**config.mk**
```make
export PLATFORM = sky130hd
export DESIGN_NAME = usb_rx_unit
export DESIGN_NICKNAME = d
export VERILOG_FILES = /design/src/rtl/usb_rx_pkg.sv /design/src/rtl/usb_rx_unit_bitrecov.sv /design/src/rtl/usb_rx_unit.sv
export SDC_FILE = /design/constraint.sdc
export NUM_CORES = 1
export LEC_CHECK = 0
export BUFFER_PORTS_ARGS = -buffer_cell sky130_fd_sc_hd__buf_2
export CORE_MARGIN = 5
export CORE_UTILIZATION = 55
export DETAILED_ROUTE_END_ITERATION = 6
export PLACE_DENSITY_LB_ADDON = 0.1
export SYNTH_ARGS = -nofsm -noshare
export SYNTH_HDL_FRONTEND = slang
export SYNTH_HIERARCHICAL = 1
export SYNTH_SLANG_ARGS = --single-unit
```
**constraint.sdc**
```tcl
create_clock -name clk -period 8.89 [get_ports clk]
set_input_delay 1.3335 -clock clk [delete_from_list [all_inputs] [get_ports clk]]
set_output_delay 1.3335 -clock clk [all_outputs]
set_load 0.005 [all_outputs]
```
**src/rtl/usb_rx_pkg.sv**
```systemverilog
// usb_rx_pkg: shared constants and types for the full-speed USB receiver.
//  - rx_packet codes reported to the protocol controller
//  - PID bytes (as received, LSB first) and the SYNC pattern
//  - line levels as {dp,dm}, bit-timing constants, FSM state enum
//  - pid_decode(): maps a PID byte to its rx_packet code (RX_NONE if unsupported)
package usb_rx_pkg;

  // rx_packet codes
  localparam logic [2:0] RX_NONE  = 3'd0;
  localparam logic [2:0] RX_OUT   = 3'd1;
  localparam logic [2:0] RX_IN    = 3'd2;
  localparam logic [2:0] RX_DATA0 = 3'd3;
  localparam logic [2:0] RX_DATA1 = 3'd4;
  localparam logic [2:0] RX_ACK   = 3'd5;
  localparam logic [2:0] RX_NAK   = 3'd6;
  localparam logic [2:0] RX_STALL = 3'd7;

  // PID bytes
  localparam logic [7:0] PID_OUT   = 8'hE1;
  localparam logic [7:0] PID_IN    = 8'h69;
  localparam logic [7:0] PID_DATA0 = 8'hC3;
  localparam logic [7:0] PID_DATA1 = 8'h4B;
  localparam logic [7:0] PID_ACK   = 8'hD2;
  localparam logic [7:0] PID_NAK   = 8'h5A;
  localparam logic [7:0] PID_STALL = 8'h1E;

  localparam logic [7:0] SYNC_BYTE  = 8'h80;
  localparam int         FIFO_DEPTH = 64;

  // Line levels, {dp,dm}
  localparam logic [1:0] LINE_SE0 = 2'b00;
  localparam logic [1:0] LINE_K   = 2'b01;
  localparam logic [1:0] LINE_J   = 2'b10;

  // Bit timing at 100 MHz / 12 Mb/s: bit lengths cycle 8,8,9 clk (25 clk per 3 bits).
  // Counter values are "cycles to wait minus one" since the sample fires at zero.
  localparam logic [3:0] CLK_MID_BIT   = 4'd4;
  localparam logic [3:0] CLK_BIT_SHORT = 4'd8;
  localparam logic [3:0] CLK_BIT_LONG  = 4'd9;

  // Consecutive ones after which the next bit is a stuffed bit
  localparam logic [2:0] STUFF_RUN = 3'd6;

  typedef enum logic [2:0] {
    ST_IDLE,
    ST_SYNC,
    ST_PID,
    ST_DATA,
    ST_TOKEN,
    ST_EOP_WAIT,
    ST_ERROR
  } rx_state_e;

  function automatic logic [2:0] pid_decode(input logic [7:0] pid);
    logic [2:0] code;
    code = RX_NONE;
    case (pid)
      PID_OUT:   code = RX_OUT;
      PID_IN:    code = RX_IN;
      PID_DATA0: code = RX_DATA0;
      PID_DATA1: code = RX_DATA1;
      PID_ACK:   code = RX_ACK;
      PID_NAK:   code = RX_NAK;
      PID_STALL: code = RX_STALL;
      default:   code = RX_NONE;
    endcase
    return code;
  endfunction

endpackage

```
**src/rtl/usb_rx_unit_bitrecov.sv**
```systemverilog
// usb_rx_unit_bitrecov: bit recovery front end.
//  Synchronizes dp/dm, re-times the bit clock on every line edge, samples at
//  mid-bit, NRZI-decodes and removes stuffed bits.
// Ports:
//  clk, n_rst     clock, async active-low reset
//  dp_in, dm_in   raw (asynchronous) USB lines
//  unstuff_clr    hold the ones-run counter at zero (receiver not in a packet)
//  bit_valid      1-clk strobe: rx_bit is a decoded, unstuffed data bit
//  rx_bit         decoded bit value
//  se0            1-clk strobe: the current sample is SE0
//  stuff_err      1-clk strobe: a stuffed-bit slot carried a 1
module usb_rx_unit_bitrecov
  import usb_rx_pkg::*;
(
  input  logic clk,
  input  logic n_rst,
  input  logic dp_in,
  input  logic dm_in,
  input  logic unstuff_clr,
  output logic bit_valid,
  output logic rx_bit,
  output logic se0,
  output logic stuff_err
);

  logic [1:0] meta_q, sync_q, last_q;   // {dp,dm}: two sync flops plus edge history
  logic [1:0] prev_q, prev_d;           // level at the previous bit sample
  logic [3:0] cnt_q, cnt_d;
  logic [1:0] phase_q, phase_d;
  logic [2:0] ones_q, ones_d;
  logic [2:0] ones_cur;
  logic       line_edge, smp, nrzi;

  always_ff @(posedge clk or negedge n_rst) begin
    if (!n_rst) begin
      meta_q  <= LINE_J;
      sync_q  <= LINE_J;
      last_q  <= LINE_J;
      prev_q  <= LINE_J;
      cnt_q   <= CLK_BIT_SHORT - 4'd1;
      phase_q <= '0;
      ones_q  <= '0;
    end else begin
      meta_q  <= {dp_in, dm_in};
      sync_q  <= meta_q;
      last_q  <= sync_q;
      prev_q  <= prev_d;
      cnt_q   <= cnt_d;
      phase_q <= phase_d;
      ones_q  <= ones_d;
    end
  end

  assign line_edge = (sync_q != last_q);

  // Bit timer: an edge restarts it half a bit out; without edges it free-runs
  // with the 8,8,9 pattern so long runs stay centred.
  always_comb begin
    cnt_d   = cnt_q;
    phase_d = phase_q;
    smp     = 1'b0;
    if (line_edge) begin
      cnt_d   = CLK_MID_BIT - 4'd1;
      phase_d = '0;
    end else if (cnt_q == '0) begin
      smp     = 1'b1;
      cnt_d   = ((phase_q == 2'd2) ? CLK_BIT_LONG : CLK_BIT_SHORT) - 4'd1;
      phase_d = (phase_q == 2'd2) ? 2'd0 : phase_q + 2'd1;
    end else begin
      cnt_d = cnt_q - 4'd1;
    end
  end

  // NRZI decode and unstuff. SE0 resets the NRZI reference to J (the idle
  // level that follows an EOP), so a K after idle or EOP always decodes as 0.
  always_comb begin
    bit_valid = 1'b0;
    rx_bit    = 1'b0;
    se0       = 1'b0;
    stuff_err = 1'b0;
    prev_d    = prev_q;
    ones_cur  = unstuff_clr ? 3'd0 : ones_q;
    ones_d    = ones_cur;
    nrzi      = (sync_q == prev_q);
    if (smp) begin
      if (sync_q == LINE_SE0) begin
        se0    = 1'b1;
        prev_d = LINE_J;
        ones_d = '0;
      end else begin
        prev_d = sync_q;
        if (ones_cur == STUFF_RUN) begin
          // stuffed slot: dropped; it must have been a transition
          ones_d    = '0;
          stuff_err = nrzi;
        end else begin
          bit_valid = 1'b1;
          rx_bit    = nrzi;
          ones_d    = nrzi ? ones_cur + 3'd1 : 3'd0;
        end
      end
    end
  end

endmodule

```
**src/rtl/usb_rx_unit.sv**
```systemverilog
// usb_rx_unit: full-speed USB packet receiver.
//  Bit recovery in usb_rx_unit_bitrecov; this level assembles bytes and runs
//  the packet FSM (SYNC check, PID decode, payload streaming, EOP handling).
// Ports:
//  clk, n_rst            100 MHz clock, async active-low reset
//  dp_in, dm_in          USB lines (asynchronous)
//  buffer_occupancy      RX FIFO fill level, 0..64
//  flush                 1-clk pulse: clear RX FIFO (start of a DATA packet)
//  rx_data_ready         DATA packet received without error
//  rx_transfer_active    packet in progress
//  rx_error              packet aborted/errored (sticky until next SYNC)
//  rx_packet             last valid PID code
//  rx_packet_data        payload byte, valid with rx_store_packet_data
//  rx_store_packet_data  1-clk pulse: push rx_packet_data into FIFO
module usb_rx_unit
  import usb_rx_pkg::*;
(
  input  logic       clk,
  input  logic       n_rst,
  input  logic       dp_in,
  input  logic       dm_in,
  input  logic [6:0] buffer_occupancy,
  output logic       flush,
  output logic       rx_data_ready,
  output logic       rx_transfer_active,
  output logic       rx_error,
  output logic [2:0] rx_packet,
  output logic [7:0] rx_packet_data,
  output logic       rx_store_packet_data
);

  logic bit_valid, rx_bit, se0, stuff_err, unstuff_clr;

  rx_state_e  state_q, state_d;
  logic [6:0] shreg_q, shreg_d;         // bits 1..7 of the byte in progress
  logic [2:0] bit_cnt_q, bit_cnt_d;
  logic       se0_run_q, se0_run_d;     // previous sample was SE0
  logic       got_byte_q, got_byte_d;
  logic [2:0] packet_q, packet_d;
  logic [7:0] data_q, data_d;
  logic       store_q, store_d;
  logic       flush_q, flush_d;
  logic       ready_q, ready_d;
  logic       active_q, active_d;
  logic       error_q, error_d;

  logic       start, receiving, shift_en, byte_done, eop, pid_ok, fifo_full;
  logic [7:0] byte_now;
  logic [2:0] pid_code;

  usb_rx_unit_bitrecov u_bitrecov (
    .clk         (clk),
    .n_rst       (n_rst),
    .dp_in       (dp_in),
    .dm_in       (dm_in),
    .unstuff_clr (unstuff_clr),
    .bit_valid   (bit_valid),
    .rx_bit      (rx_bit),
    .se0         (se0),
    .stuff_err   (stuff_err)
  );

  // Outside a packet the line idles at J, which decodes as a run of ones;
  // that run must not make the first SYNC bit look like a stuffed bit.
  assign unstuff_clr = (state_q == ST_IDLE) || (state_q == ST_EOP_WAIT) ||
                       (state_q == ST_ERROR);

  // In IDLE the NRZI reference is J, so a decoded 0 means the line went to K.
  assign start     = (state_q == ST_IDLE) && bit_valid && !rx_bit;
  assign receiving = (state_q == ST_SYNC) || (state_q == ST_PID) ||
                     (state_q == ST_DATA) || (state_q == ST_TOKEN);
  assign shift_en  = bit_valid && (receiving || start);
  assign byte_now  = {rx_bit, shreg_q};
  assign byte_done = shift_en && (bit_cnt_q == 3'd7);
  assign eop       = se0 && se0_run_q;
  assign pid_ok    = (byte_now[3:0] == ~byte_now[7:4]);
  assign pid_code  = pid_decode(byte_now);
  assign fifo_full = (buffer_occupancy >= 7'(FIFO_DEPTH));

  // ---- state register ----
  always_ff @(posedge clk or negedge n_rst) begin
    if (!n_rst) state_q <= ST_IDLE;
    else        state_q <= state_d;
  end

  // ---- next state ----
  always_comb begin
    state_d = state_q;
    unique case (state_q)
      ST_IDLE: if (start) state_d = ST_SYNC;
      ST_SYNC: begin
        if (se0 || stuff_err) state_d = ST_ERROR;
        else if (byte_done)   state_d = (byte_now == SYNC_BYTE) ? ST_PID : ST_ERROR;
      end
      ST_PID: begin
        if (se0 || stuff_err) state_d = ST_ERROR;
        else if (byte_done) begin
          if (!pid_ok)                                          state_d = ST_ERROR;
          else if (pid_code == RX_DATA0 || pid_code == RX_DATA1) state_d = ST_DATA;
          else if (pid_code != RX_NONE)                         state_d = ST_TOKEN;
          else                                                  state_d = ST_ERROR;
        end
      end
      ST_DATA: begin
        if (stuff_err)                   state_d = ST_ERROR;
        else if (eop)                    state_d = ST_EOP_WAIT;
        else if (byte_done && fifo_full) state_d = ST_ERROR;
      end
      ST_TOKEN: begin
        if (stuff_err) state_d = ST_ERROR;
        else if (eop)  state_d = ST_EOP_WAIT;
      end
      ST_EOP_WAIT: if (se0 || (bit_valid && rx_bit)) state_d = ST_IDLE;
      ST_ERROR:    if (eop) state_d = ST_IDLE;
      default:     state_d = ST_IDLE;
    endcase
  end

  // ---- outputs / status ----
  always_comb begin
    flush_d    = 1'b0;
    store_d    = 1'b0;
    data_d     = data_q;
    packet_d   = packet_q;
    ready_d    = ready_q;
    active_d   = active_q;
    error_d    = error_q;
    got_byte_d = got_byte_q;
    if (start) begin
      error_d    = 1'b0;
      ready_d    = 1'b0;
      active_d   = 1'b1;
      got_byte_d = 1'b0;
    end
    case (state_q)
      ST_PID: begin
        if (byte_done && pid_ok && pid_code != RX_NONE) begin
          packet_d = pid_code;
          flush_d  = (pid_code == RX_DATA0) || (pid_code == RX_DATA1);
        end
      end
      ST_DATA: begin
        if (byte_done && !fifo_full) begin
          store_d    = 1'b1;
          data_d     = byte_now;
          got_byte_d = 1'b1;
        end
        if (eop) begin
          active_d = 1'b0;
          if (bit_cnt_q != '0) error_d = 1'b1;
          else                 ready_d = got_byte_q;
        end
      end
      ST_TOKEN: begin
        if (eop) begin
          active_d = 1'b0;
          if (bit_cnt_q != '0) error_d = 1'b1;
        end
      end
      default: ;
    endcase
    if (state_d == ST_ERROR) begin
      error_d  = 1'b1;
      active_d = 1'b0;
    end
  end

  // ---- byte assembly / EOP tracking ----
  always_comb begin
    shreg_d   = shreg_q;
    bit_cnt_d = bit_cnt_q;
    se0_run_d = se0_run_q;
    if (shift_en) begin
      shreg_d   = byte_now[7:1];
      bit_cnt_d = bit_cnt_q + 3'd1;
    end else if (!receiving) begin
      bit_cnt_d = '0;
    end
    if (se0)                         se0_run_d = 1'b1;
    else if (bit_valid || stuff_err) se0_run_d = 1'b0;
  end

  always_ff @(posedge clk or negedge n_rst) begin
    if (!n_rst) begin
      shreg_q    <= '0;
      bit_cnt_q  <= '0;
      se0_run_q  <= 1'b0;
      got_byte_q <= 1'b0;
      packet_q   <= RX_NONE;
      data_q     <= '0;
      store_q    <= 1'b0;
      flush_q    <= 1'b0;
      ready_q    <= 1'b0;
      active_q   <= 1'b0;
      error_q    <= 1'b0;
    end else begin
      shreg_q    <= shreg_d;
      bit_cnt_q  <= bit_cnt_d;
      se0_run_q  <= se0_run_d;
      got_byte_q <= got_byte_d;
      packet_q   <= packet_d;
      data_q     <= data_d;
      store_q    <= store_d;
      flush_q    <= flush_d;
      ready_q    <= ready_d;
      active_q   <= active_d;
      error_q    <= error_d;
    end
  end

  assign flush                = flush_q;
  assign rx_data_ready        = ready_q;
  assign rx_transfer_active   = active_q;
  assign rx_error             = error_q;
  assign rx_packet            = packet_q;
  assign rx_packet_data       = data_q;
  assign rx_store_packet_data = store_q;

endmodule

```
; ---- Word level (Yosys, flattened, before mapping)
; Cells that the tools add are included.
[word_totals]
register_bits = 48
out_inout_bits = 16
[classes]
n_addsub = 5
order_cmp = 1
eq_ne = 24
muxes = 67
bitwise = 1
reduce_logical = 32
[ops]
columns = operator, count
row1 = 3-bit two-way mux, 22
row2 = 3-bit one-hot mux with 7 select lines, 2
row3 = 1-bit two-way mux, 36
row4 = 8-bit equality test (second input constant), 4
row5 = 8-bit by 7-bit equality test with 1-bit output (second input constant), 3
row6 = 3-bit equality test (second input constant), 7
row7 = 1-bit logical AND, 10
row8 = 1-bit logical OR, 10
row9 = 2-bit two-way mux, 5
row10 = 3-bit by 2-bit equality test with 1-bit output (second input constant), 3
row11 = 8-bit by 5-bit equality test with 1-bit output (second input constant), 1
row12 = 4-bit two-way mux, 2
row13 = 4-bit by 1-bit subtractor with 4-bit output (second input constant), 2
row14 = 7-bit >= comparator (second input constant), 1
row15 = 3-bit by 1-bit adder with 3-bit output (second input constant), 2
row16 = 3-bit nonzero test, 2
row17 = 4-bit equality test, 1
row18 = 4-bit logical NOT, 1
row19 = 4-bit inverter, 1
row20 = 2-bit AND reduction, 2
row21 = 2-bit nonzero test, 2
row22 = 3-bit by 1-bit equality test with 1-bit output (second input constant), 1
row23 = 3-bit logical NOT, 1
row24 = 2-bit by 1-bit adder with 2-bit output (second input constant), 1
row25 = 7 further kinds, 8

; ---- Longest topological paths before layout
; Gate-level depths: netlist of run 1.
[logic_depth]
ltp_word = 20
ltp_mapped = 16
ltp_nobuf = 14

; ---- Hierarchy
; Netlist of run 1, hierarchy kept.
[modules_own_cells]
columns = mod, n_inst, cells_per_inst, area_each_um2
row1 = usb_rx_unit, 1, 183, 1831.8
row2 = usb_rx_unit_bitrecov, 1, 78, 797.0

; ---- Worst setup path after synthesis of run 1
; Ideal clock, no wire load.
[synth_path]
path_type = register to register
from = register state_q[0]
to = register state_q[0]
setup_time_ps = 131
t_arrival_ps = 3062
path_slack_ps = 5697
path_stages_with_launch = 16
n_path_buf = 1
synth_period_minus_slack_ps = 3193
cell_sequence = dfrtp_1 buf_2 nor2b_1 o21ai_0 nand2b_1 nand2b_1 ha_1 nand3b_1 nand2_1 nor2_1 or4b_4 nand3_4 nor2_2 a22oi_1 nor4_1 or3_1
[synth_between]
elab_chain_cells = 18
elab_cells_between_ends = 61
cone_classes = eq/ne: 17 / mux: 26 / bitwise: 1 / reduce/logical: 17
[synth_lines]
columns = item, line
row1 = from (decl), usb_rx_unit.sv:34  ; rx_state_e state_q, state_d;
row2 = from (signal assigned), usb_rx_unit.sv:83  ; else state_q <= state_d;
row3 = 3-bit equality test or 3-bit logical NOT (tied branches), usb_rx_unit.sv:65  ; assign unstuff_clr = (state_q == ST_IDLE) || (state_q == ST_EOP_WAIT) ||
row4 = 1-bit logical OR, usb_rx_unit.sv:65
row5 = 1-bit logical OR *, usb_rx_unit.sv:65
row6 = via unstuff_clr, usb_rx_unit.sv:32  ; logic bit_valid, rx_bit, se0, stuff_err, unstuff_clr;
row7 = 3-bit two-way mux *, usb_rx_unit_bitrecov.sv:82  ; ones_cur = unstuff_clr ? 3'd0 : ones_q;
row8 = 3-bit equality test *, usb_rx_unit_bitrecov.sv:92  ; if (ones_cur == STUFF_RUN) begin
row9 = 1-bit two-way mux *, usb_rx_unit_bitrecov.sv:92
row10 = 1-bit two-way mux *, usb_rx_unit_bitrecov.sv:86  ; if (sync_q == LINE_SE0) begin
row11 = 1-bit two-way mux *, usb_rx_unit_bitrecov.sv:85  ; if (smp) begin
row12 = via rx_bit, usb_rx_unit.sv:32
row13 = "parallel branches: the longest is 9 deep, another holds 8-bit by 5-bit equality test with 1-bit output", n/a
row14 = 3-bit one-hot mux with 7 select lines *, usb_rx_unit.sv:89  ; unique case (state_q)
row15 = via state_d[0], usb_rx_unit.sv:34
; Mark *: on every way through the listed nets, which the timed path passes.
; A chain may end at the register's enable or synchronous reset.

; ---- Final worst setup path of run 1
[layout_path]
from = register state_q[2]
to = register data_q[6] (netlist: rx_packet_data[6])
[layout_between]
elab_chain_cells = 15
elab_cells_between_ends = 28
cone_classes = eq/ne: 7 / mux: 7 / reduce/logical: 14
[layout_lines]
columns = item, line
row1 = 3-bit equality test or 3-bit logical NOT (tied branches), usb_rx_unit.sv:65
row2 = 1-bit logical OR, usb_rx_unit.sv:65
row3 = 1-bit logical OR *, usb_rx_unit.sv:65
row4 = via unstuff_clr, usb_rx_unit.sv:32
row5 = 3-bit two-way mux *, usb_rx_unit_bitrecov.sv:82
row6 = 3-bit equality test *, usb_rx_unit_bitrecov.sv:92
row7 = 1-bit two-way mux *, usb_rx_unit_bitrecov.sv:92
row8 = 1-bit two-way mux *, usb_rx_unit_bitrecov.sv:86
row9 = 1-bit two-way mux *, usb_rx_unit_bitrecov.sv:85
row10 = via bit_valid, usb_rx_unit.sv:32
row11 = 1-bit logical AND (2 in a row), usb_rx_unit.sv:69  ; assign start = (state_q == ST_IDLE) && bit_valid && !rx_bit;
row12 = 1-bit logical OR, usb_rx_unit.sv:72  ; assign shift_en = bit_valid && (receiving || start);
row13 = 1-bit logical AND *, usb_rx_unit.sv:72
row14 = 1-bit logical AND *, usb_rx_unit.sv:74  ; assign byte_done = shift_en && (bit_cnt_q == 3'd7);
row15 = 1-bit logical AND *, usb_rx_unit.sv:143  ; if (byte_done && !fifo_full) begin
row16 = 2-bit AND reduction (no line) *, n/a
row17 = to (signal assigned), usb_rx_unit.sv:202  ; data_q <= data_d;
row18 = to (decl), usb_rx_unit.sv:40  ; logic [7:0] data_q, data_d;
; The timed path passes the listed nets; every way through them passes the cells marked *.

==> impl_results.md, run 1 <==
* R2R setup slack at 4.82 ns
* DR iter-0 viols at 89
* Mux share of post-synthesis cell area at 8.47%
* WP data required at 9.07 ns
* Post-synthesis compound-gate area fraction at 11.9%
* Die area at 0.00626 mm^2
* Most frequent cells in the layout: dfrtp_1 (41), nand2_1 (28), nor2_1 (20), buf_2 (20), mux2_1 (17)
* Vias at 1853
* DP HPWL at 3.33 mm
* Detailed Routing Iterations Pass 1 at 4
* Fraction of registers with async set/reset at 100%
* Cell count after synthesis at 261
* Fraction of layout cells with a size suffix above 1 at 18.8%
* DIE WIDTH at 79.1 um
* M3 GR Usage at 4.20%
* Hold Buf Count CTS at 0
* All-Layer GR Usage at 16.8%
* Critical-path top delay cell: or3_1
* Slew margin rel. at 31.7%
* Simple-gate portion of the synthesized area at 23.6%
* VDD IR max at 0.0000995 V
* Nets at 292
* Postcts setup bufs at 0
* Worst-skew pair later-pin latency at 0.30 ns
* Logic pwr share at 14.0%
* Mean post-synth cell area at 10.1 um^2
* Core Area at 0.00469 mm^2
* Drt wl/cell at 14.1 um
* Final std cells w/o fill at 330
* Flop pwr share at 52.4%
* Global-route wire length before repair at 8.42 mm
* Largest family of logic cells by synthesized area: simple AND/OR/NAND/NOR gates
* Final setup viols at 0
* Leakage at 1.38 nW
* CP endpoint kind: register
* I/O Buffers at 20
* Hold wc startpoint: u_bitrecov/meta_q[1]
* Fmax at 245 MHz
* Switching power at 0.131 mW
* Commonest non-fill, non-tap cell in the layout: dfrtp_1
* Drt drc at 0
* Part of the power in the clock network at 33.6%
* Routed vias/inst at 5.62
* Hold WC Path Type: register to register
* Clock tree buffer depth at 2
* Worst flop-to-flop path endpoint: rx_packet_data[6]
* Cell family with most CP delay: simple AND/OR/NAND/NOR gates
* Prevailing post-synth register cell: dfrtp_1
* Clk slew on worst S/H paths at 0.09 ns
* Global placement routability congestion at 0.823
* Num ports at 27
* Netlist Area Pre-Place at 0.00263 mm^2
* DIE HEIGHT at 79.1 um
* Post-Route WL at 4.65 mm
* Synth warn at 6
* RSZ-0062 raised after global routing: no
* CP Cell Sequence: nor3_1, nand2b_1, nor2b_1, ha_1, nand3b_1, o21ai_0, nor2_1, and2_1, nand3_4, or3_1, mux2_1
* Skew final at 0.00626 ns
* # fillers at 403
* Antenna diodes at 0
* Fin crit period at 4.07 ns
* Setup_tns at 0 ns
* # Max-Cap Violations at 0
* Row cnt at 25
* Synth Area in Adders at 2.86%
* Post-CTS sizing at 0
* Root Buffer: clkbuf_8
* Slowest cell delay on critical path at 0.63 ns
* Worst Path Class, Setup: register to register
* Synth cell types at 57
* Placed insts at 322
* Status: finished, final reports clean
* CTS tree: yes
* Internal power at 0.346 mW
* Yosys reg bits at 48
* Sw frac at 27.5%
* Slew Viols, Final at 0
* GR met2 Demand/Resource at 28.0%
* Fin. Hold Viols at 0
* Busiest layer in global routing: met2
* Power Density at 168 mW/mm^2
* Critical path depth in cells at 11
* Max FO, Critical Path at 16
* Crit path buffers/inverters at 0
* Mapped Nets at 278
* DRT antenna net count at 0
* Worst r2r src: state_q[2]
* Vias in the first global route at 1806
* Total gr overflow at 0
* Largest net degree at the start of global routing at 49
* EDFF count, synth at 0
* H-tree depth at 2
* Cells on worst reg2reg path at 11
* Startpoint class of the critical path: register
* Area delta synth->final at 8.19%
* Arrival @ worst endpoint at 4.26 ns
* Antenna violations before repair at 0
* Initial Util at 56.0%
* Final period utilization at 45.8%
* Xor/xnor share of the synthesized area at 3.33%
* GRT met1 Usage at 21.3%
* Num CTS Buffers at 5
* Actual slew at the worst max-slew pin at 1.02 ns
* End of the critical path: rx_packet_data[6]
* Seq/Total Area, Yosys at 46.0%
* Num Clock Sinks at 48
* Crit. Startpoint: state_q[2]
## cell usage after synthesis (all sizes together), types with 2 or more instances
cell      n  area (um^2)
a21oi     9         45.0
a22oi     3         22.5
a31oi     3         18.8
and2      2         12.5
and4bb    2         25.0
buf       7         43.8
clkbuf    6         23.8
dfrtp    41         1030
dfstp     7          184
ha        6         75.1
inv       9         33.8
mux2     18          203
mux2i     2         20.0
nand2    29          111
nand2b   10         62.6
nand3     9         57.6
nand3b    2         15.0
nand4     2         12.5
nand4bb   2         22.5
nor2     21         81.3
nor2b     6         37.5
nor3     12         65.1
nor3b     4         35.0
nor4      2         12.5
o21ai    14         77.6
o22ai     2         12.5
or2       2         12.5
or3       4         25.0
xnor2     4         35.0
xor2      6         52.6
## power by group through the flow
stage	logic [mW]	clock network, mW	registers, mW
after floorplan	0.0606	0	0.242
after global placement	0.0664	0	0.254
after detailed placement	0.0672	0	0.254
after CTS	0.0673	0.166	0.249
after global routing	0.0759	0.177	0.253
final	0.0668	0.160	0.250
## routing by layer
layer	wire length, um	vias up
met5	0	-
met4	66	0
met3	137	7
met2	2260	22
met1	2180	884
li1	-	940
## logic make-up (layout without fill, tap and decap cells)
| family | count (synthesis) | count (layout) |
|---|---|---|
| muxes | 20 | 20 |
| DFF | 48 | 48 |
| AOI/OAI and AO/OA | 43 | 43 |
| buffers and inverters | 22 | 37 |
| xor gates and xnor gates | 10 | 10 |
| adders and majority gates | 6 | 6 |
| and+or+nand+nor | 112 | 112 |
## state kept, by name, summed over array words and instances (netlist names)
register / count
flush: 1
rx_error: 1
u_bitrecov/ones_q: 3
u_bitrecov/phase_q: 2
u_bitrecov/meta_q: 2
rx_store_packet_data: 1
rx_data_ready: 1
shreg_q: 7
u_bitrecov/sync_q: 2
u_bitrecov/last_q: 2
rx_transfer_active: 1
u_bitrecov/prev_q: 2
rx_packet: 3
u_bitrecov/cnt_q: 4
rx_packet_data: 8
got_byte_q: 1
bit_cnt_q: 3
state_q: 3
se0_run_q: 1
## metrics by stage
| step | hold WS (ns) | util [%] | setup WS (ns) | power [mW] | cell area [um^2] |
|---|---|---|---|---|---|
| 2_1_floorplan | 0.331 | - | 5.70 | 0.303 | 2630 |
| 3_5_place_dp | 0.339 | 58.2 | 4.86 | 0.321 | 2730 |
| 6_report | 0.353 | 60.6 | 4.82 | 0.476 | 2840 |
| 5_1_grt | 0.359 | 60.6 | 4.52 | 0.506 | 2840 |
| 3_3_place_gp | 0.335 | 58.2 | 4.85 | 0.320 | 2730 |
| 4_1_cts | 0.354 | 60.6 | 4.84 | 0.483 | 2840 |
## how the worst min path moves through the flow
stage,to,slack [ns],cells past startpoint
2_1_floorplan,u_bitrecov/sync_q[0],0.33,0
3_3_place_gp,u_bitrecov/sync_q[0],0.33,0
3_5_place_dp,u_bitrecov/sync_q[0],0.34,0
4_1_cts,u_bitrecov/sync_q[1],0.35,0
5_1_grt,u_bitrecov/sync_q[1],0.36,0
6_report,u_bitrecov/sync_q[1],0.35,0
## worst register-to-register path, stage by stage, from the launching register on
cell,delay (ns)
dfrtp_1,0.56
nor3_1,0.46
nand2b_1,0.22
nor2b_1,0.09
ha_1,0.21
nand3b_1,0.15
o21ai_0,0.10
nor2_1,0.62
and2_1,0.33
nand3_4,0.15
or3_1,0.63
mux2_1,0.42
## cell type report
type                            count  area [um^2]  share of cell area [%]
Clock inverter                      3         46.3                    1.63
Tap cell                           54         67.6                    2.38
Inverter                            9         33.8                    1.19
Timing Repair Buffer               20          100                    3.52
Clock buffer                        5         68.8                    2.42
Sequential cell                    48         1210                    42.5
Multi-Input combinational cell    191         1320                    46.3
No activity file was read; power rests on OpenSTA's default activity.
==> inputs of run 2 (changes only) <==
==> constraint.sdc (replaced) <==
create_clock -name clk -period 3.9 [get_ports clk]
set_input_delay 0.585 -clock clk [delete_from_list [all_inputs] [get_ports clk]]
set_output_delay 0.585 -clock clk [all_outputs]
set_load 0.005 [all_outputs]
==> run 2 against run 1 <==
- cell area is 1.8% higher
- wire length is 3.3% higher
- combinational power grew to 2.8 times the previous value
- power is 130% higher
- worst hold slack better by 0.0030 ns
- sequential share of layout area is 0.77 points lower
- worst setup slack worse by 4.5 ns
- non-clock buffer count is 7 higher
- clock power is 130% higher
==> impl_results.md, run 2 (synthesized netlist as in run 1, its figures left out) <==
* Status: finished, final reports clean
* Worst r2r src: state_q[1]
* Fraction of layout cells with a size suffix above 1 at 20.8% (+2.0 points)
* Flop pwr share at 49.4% (-3.0 points)
* DP HPWL at 3.47 mm (+4.3%)
* End of the critical path: rx_packet_data[0]
* Global placement routability congestion at 0.864 (+5.0%)
* Num ports at 27 (unchanged)
* Root Buffer: clkbuf_8
* Final setup viols at 0 (unchanged)
* Leakage at 1.42 nW (+2.6%)
* DIE WIDTH at 79.1 um (unchanged)
* Most frequent cells in the layout: dfrtp_1 (41), nand2_1 (28), nor2_1 (20), buf_2 (20), mux2_1 (17)
* Cells on worst reg2reg path at 12 (+1)
* Fmax at 278 MHz (+13%)
* Final period utilization at 92.1% (+46 points)
* Postcts setup bufs at 0 (unchanged)
* Final core occ at 61.7% (+1.1 points)
* Clock tree buffer depth at 2 (unchanged)
* Startpoint class of the critical path: register
* Worst flop-to-flop path endpoint: rx_packet_data[0]
* Drt wl/cell at 14.2 um (+1.2%)
* CTS tree: yes
* Setup_tns at 0 ns (unchanged)
* Final Cell Area at 0.00290 mm^2 (+1.8%)
* Pwr Total at 1.10 mW (+130%)
* Fin crit period at 3.59 ns (-0.480 ns)
* Worst Path Class, Setup: register to register
* Post-CTS sizing at 0 (unchanged)
* Commonest non-fill, non-tap cell in the layout: dfrtp_1
* Vias in the first global route at 1937 (+7.3%)
* DRT antenna net count at 0 (unchanged)
* Hold WC Path Type: register to register
* Hold Buf Count CTS at 0 (unchanged)
* Initial Util at 56.0% (unchanged)
* Internal power at 0.798 mW (+130%)
* Part of the power in the clock network at 33.4% (-0.2 points)
* Area delta synth->final at 10.2%
* I/O Buffers at 20 (unchanged)
* Drt drc at 0 (unchanged)
* Global-route wire length before repair at 8.76 mm (+4.1%)
* Slew margin rel. at 31.6% (-0.18 points)
* Fin. Hold Viols at 0 (unchanged)
* WP data required at 4.09 ns (-4.98 ns)
* All-Layer GR Usage at 17.6% (+0.74 points)
* Switching power at 0.307 mW (+130%)
* Max FO, Critical Path at 17 (+1)
* Row cnt at 25 (unchanged)
* # Max-Cap Violations at 0 (unchanged)
* Power Density at 381 mW/mm^2 (+130%)
* Nets at 299 (+2.4%)
* Antenna diodes at 0 (unchanged)
* Routed vias/inst at 5.67 (+0.99%)
* Worst-skew pair later-pin latency at 0.30 ns (about the same)
* Die area at 0.00626 mm^2 (unchanged)
* Arrival @ worst endpoint at 3.78 ns (-0.48 ns)
* VDD IR max at 0.000203 V (+100%)
* H-tree depth at 2 (unchanged)
* Post-Route WL at 4.80 mm (+3.3%)
* Crit. Startpoint: state_q[1]
* Max reg flops at 8 (unchanged)
* Core Area at 0.00469 mm^2 (unchanged)
* Sw frac at 27.8% (+0.34 points)
* # fillers at 422 (+4.7%)
* Skew final at 0.00608 ns (-0.000181 ns)
* Largest net degree at the start of global routing at 49 (unchanged)
* Num Clock Sinks at 48 (unchanged)
* Vias at 1911 (+3.1%)
* DR iter-0 viols at 84 (-5.6%)
* Num CTS Buffers at 5 (unchanged)
* Actual slew at the worst max-slew pin at 1.03 ns (+0.00266 ns)
* Logic pwr share at 17.2% (+3.2 points)
* CP endpoint kind: register
* Worst Hold Depth at 0 (unchanged)
* Slew Viols, Final at 0 (unchanged)
* Placed cell area at 0.00278 mm^2 (+1.9%)
* Total gr overflow at 0 (unchanged)
* Clk slew on worst S/H paths at 0.09 ns (about the same)
* DIE HEIGHT at 79.1 um (unchanged)
* R2R setup slack at 0.31 ns (-4.51 ns)
* Antenna violations before repair at 0 (unchanged)
* Detailed Routing Iterations Pass 1 at 4 (unchanged)
* RSZ-0062 raised after global routing: no
-- run 2: changes by cell type in the layout (fill, tap and decap cells not counted), sizes merged --
cell | previous run | this run
buf | 20 | 27
-- run 2: through the flow --
step | setup slack, ns | std cells | hold slack (ns)
finish | 0.306 | 337 | 0.356
global route | 0.0178 | 337 | 0.353
CTS | 0.301 | 337 | 0.354
detailed placement | 0.323 | 329 | 0.337
global placement | 0.370 | 329 | 0.340
floorplan | 0.707 | 261 | 0.289
-- run 2: per-layer routing --
layer / track usage (%) / vias to the layer above / part of all wire (%)
li1: - / 955 / -
met5: 0 / - / 0
met4: 7.04 / 0 / 1.5
met1: 21.0 / 927 / 45
met3: 3.51 / 7 / 3.4
met2: 30.9 / 22 / 50
-- run 2: layout make-up --
cell class / instances / area [um^2] / share of cell area [%]
clock buffer: 5 / 68.8 / 2.38
clock inverter: 3 / 46.3 / 1.60
inverter: 9 / 33.8 / 1.17
multi-input combinational: 191 / 1320 / 45.5
sequential: 48 / 1210 / 41.8
tap: 54 / 67.6 / 2.33
timing repair buffer: 27 / 153 / 5.27
-- run 2: critical path, stage by stage, from the launching register on --
cell and delay (ns):
dfrtp_1 0.66, nor2b_1 0.15, o21ai_0 0.18, nand2b_1 0.13, nand2b_1 0.21, ha_1 0.21, nand3b_1 0.15, nand2_1 0.10
nor2_1 0.14, or4b_4 0.51, nand3_4 0.16, or3_1 0.48, mux2_1 0.37
-- run 2: worst min path at each step --
stage | start | end | slack (ns)
after floorplan | n_rst | bit_cnt_q[0] | 0.29
after global placement | u_bitrecov/meta_q[0] | u_bitrecov/sync_q[0] | 0.34
after detailed placement | u_bitrecov/meta_q[0] | u_bitrecov/sync_q[0] | 0.34
after CTS | u_bitrecov/meta_q[1] | u_bitrecov/sync_q[1] | 0.35
after global routing | dp_in | u_bitrecov/meta_q[1] | 0.35
final | u_bitrecov/meta_q[1] | u_bitrecov/sync_q[1] | 0.36
-- run 2: power groups by stage --
stage                     Clock [mW]  Sequential [mW]  Combinational, mW
after floorplan                    0            0.553              0.138
after global placement             0            0.554              0.189
after detailed placement           0            0.555              0.191
after CTS                      0.380            0.546              0.190
after global routing           0.403            0.550              0.217
final                          0.369            0.546              0.190
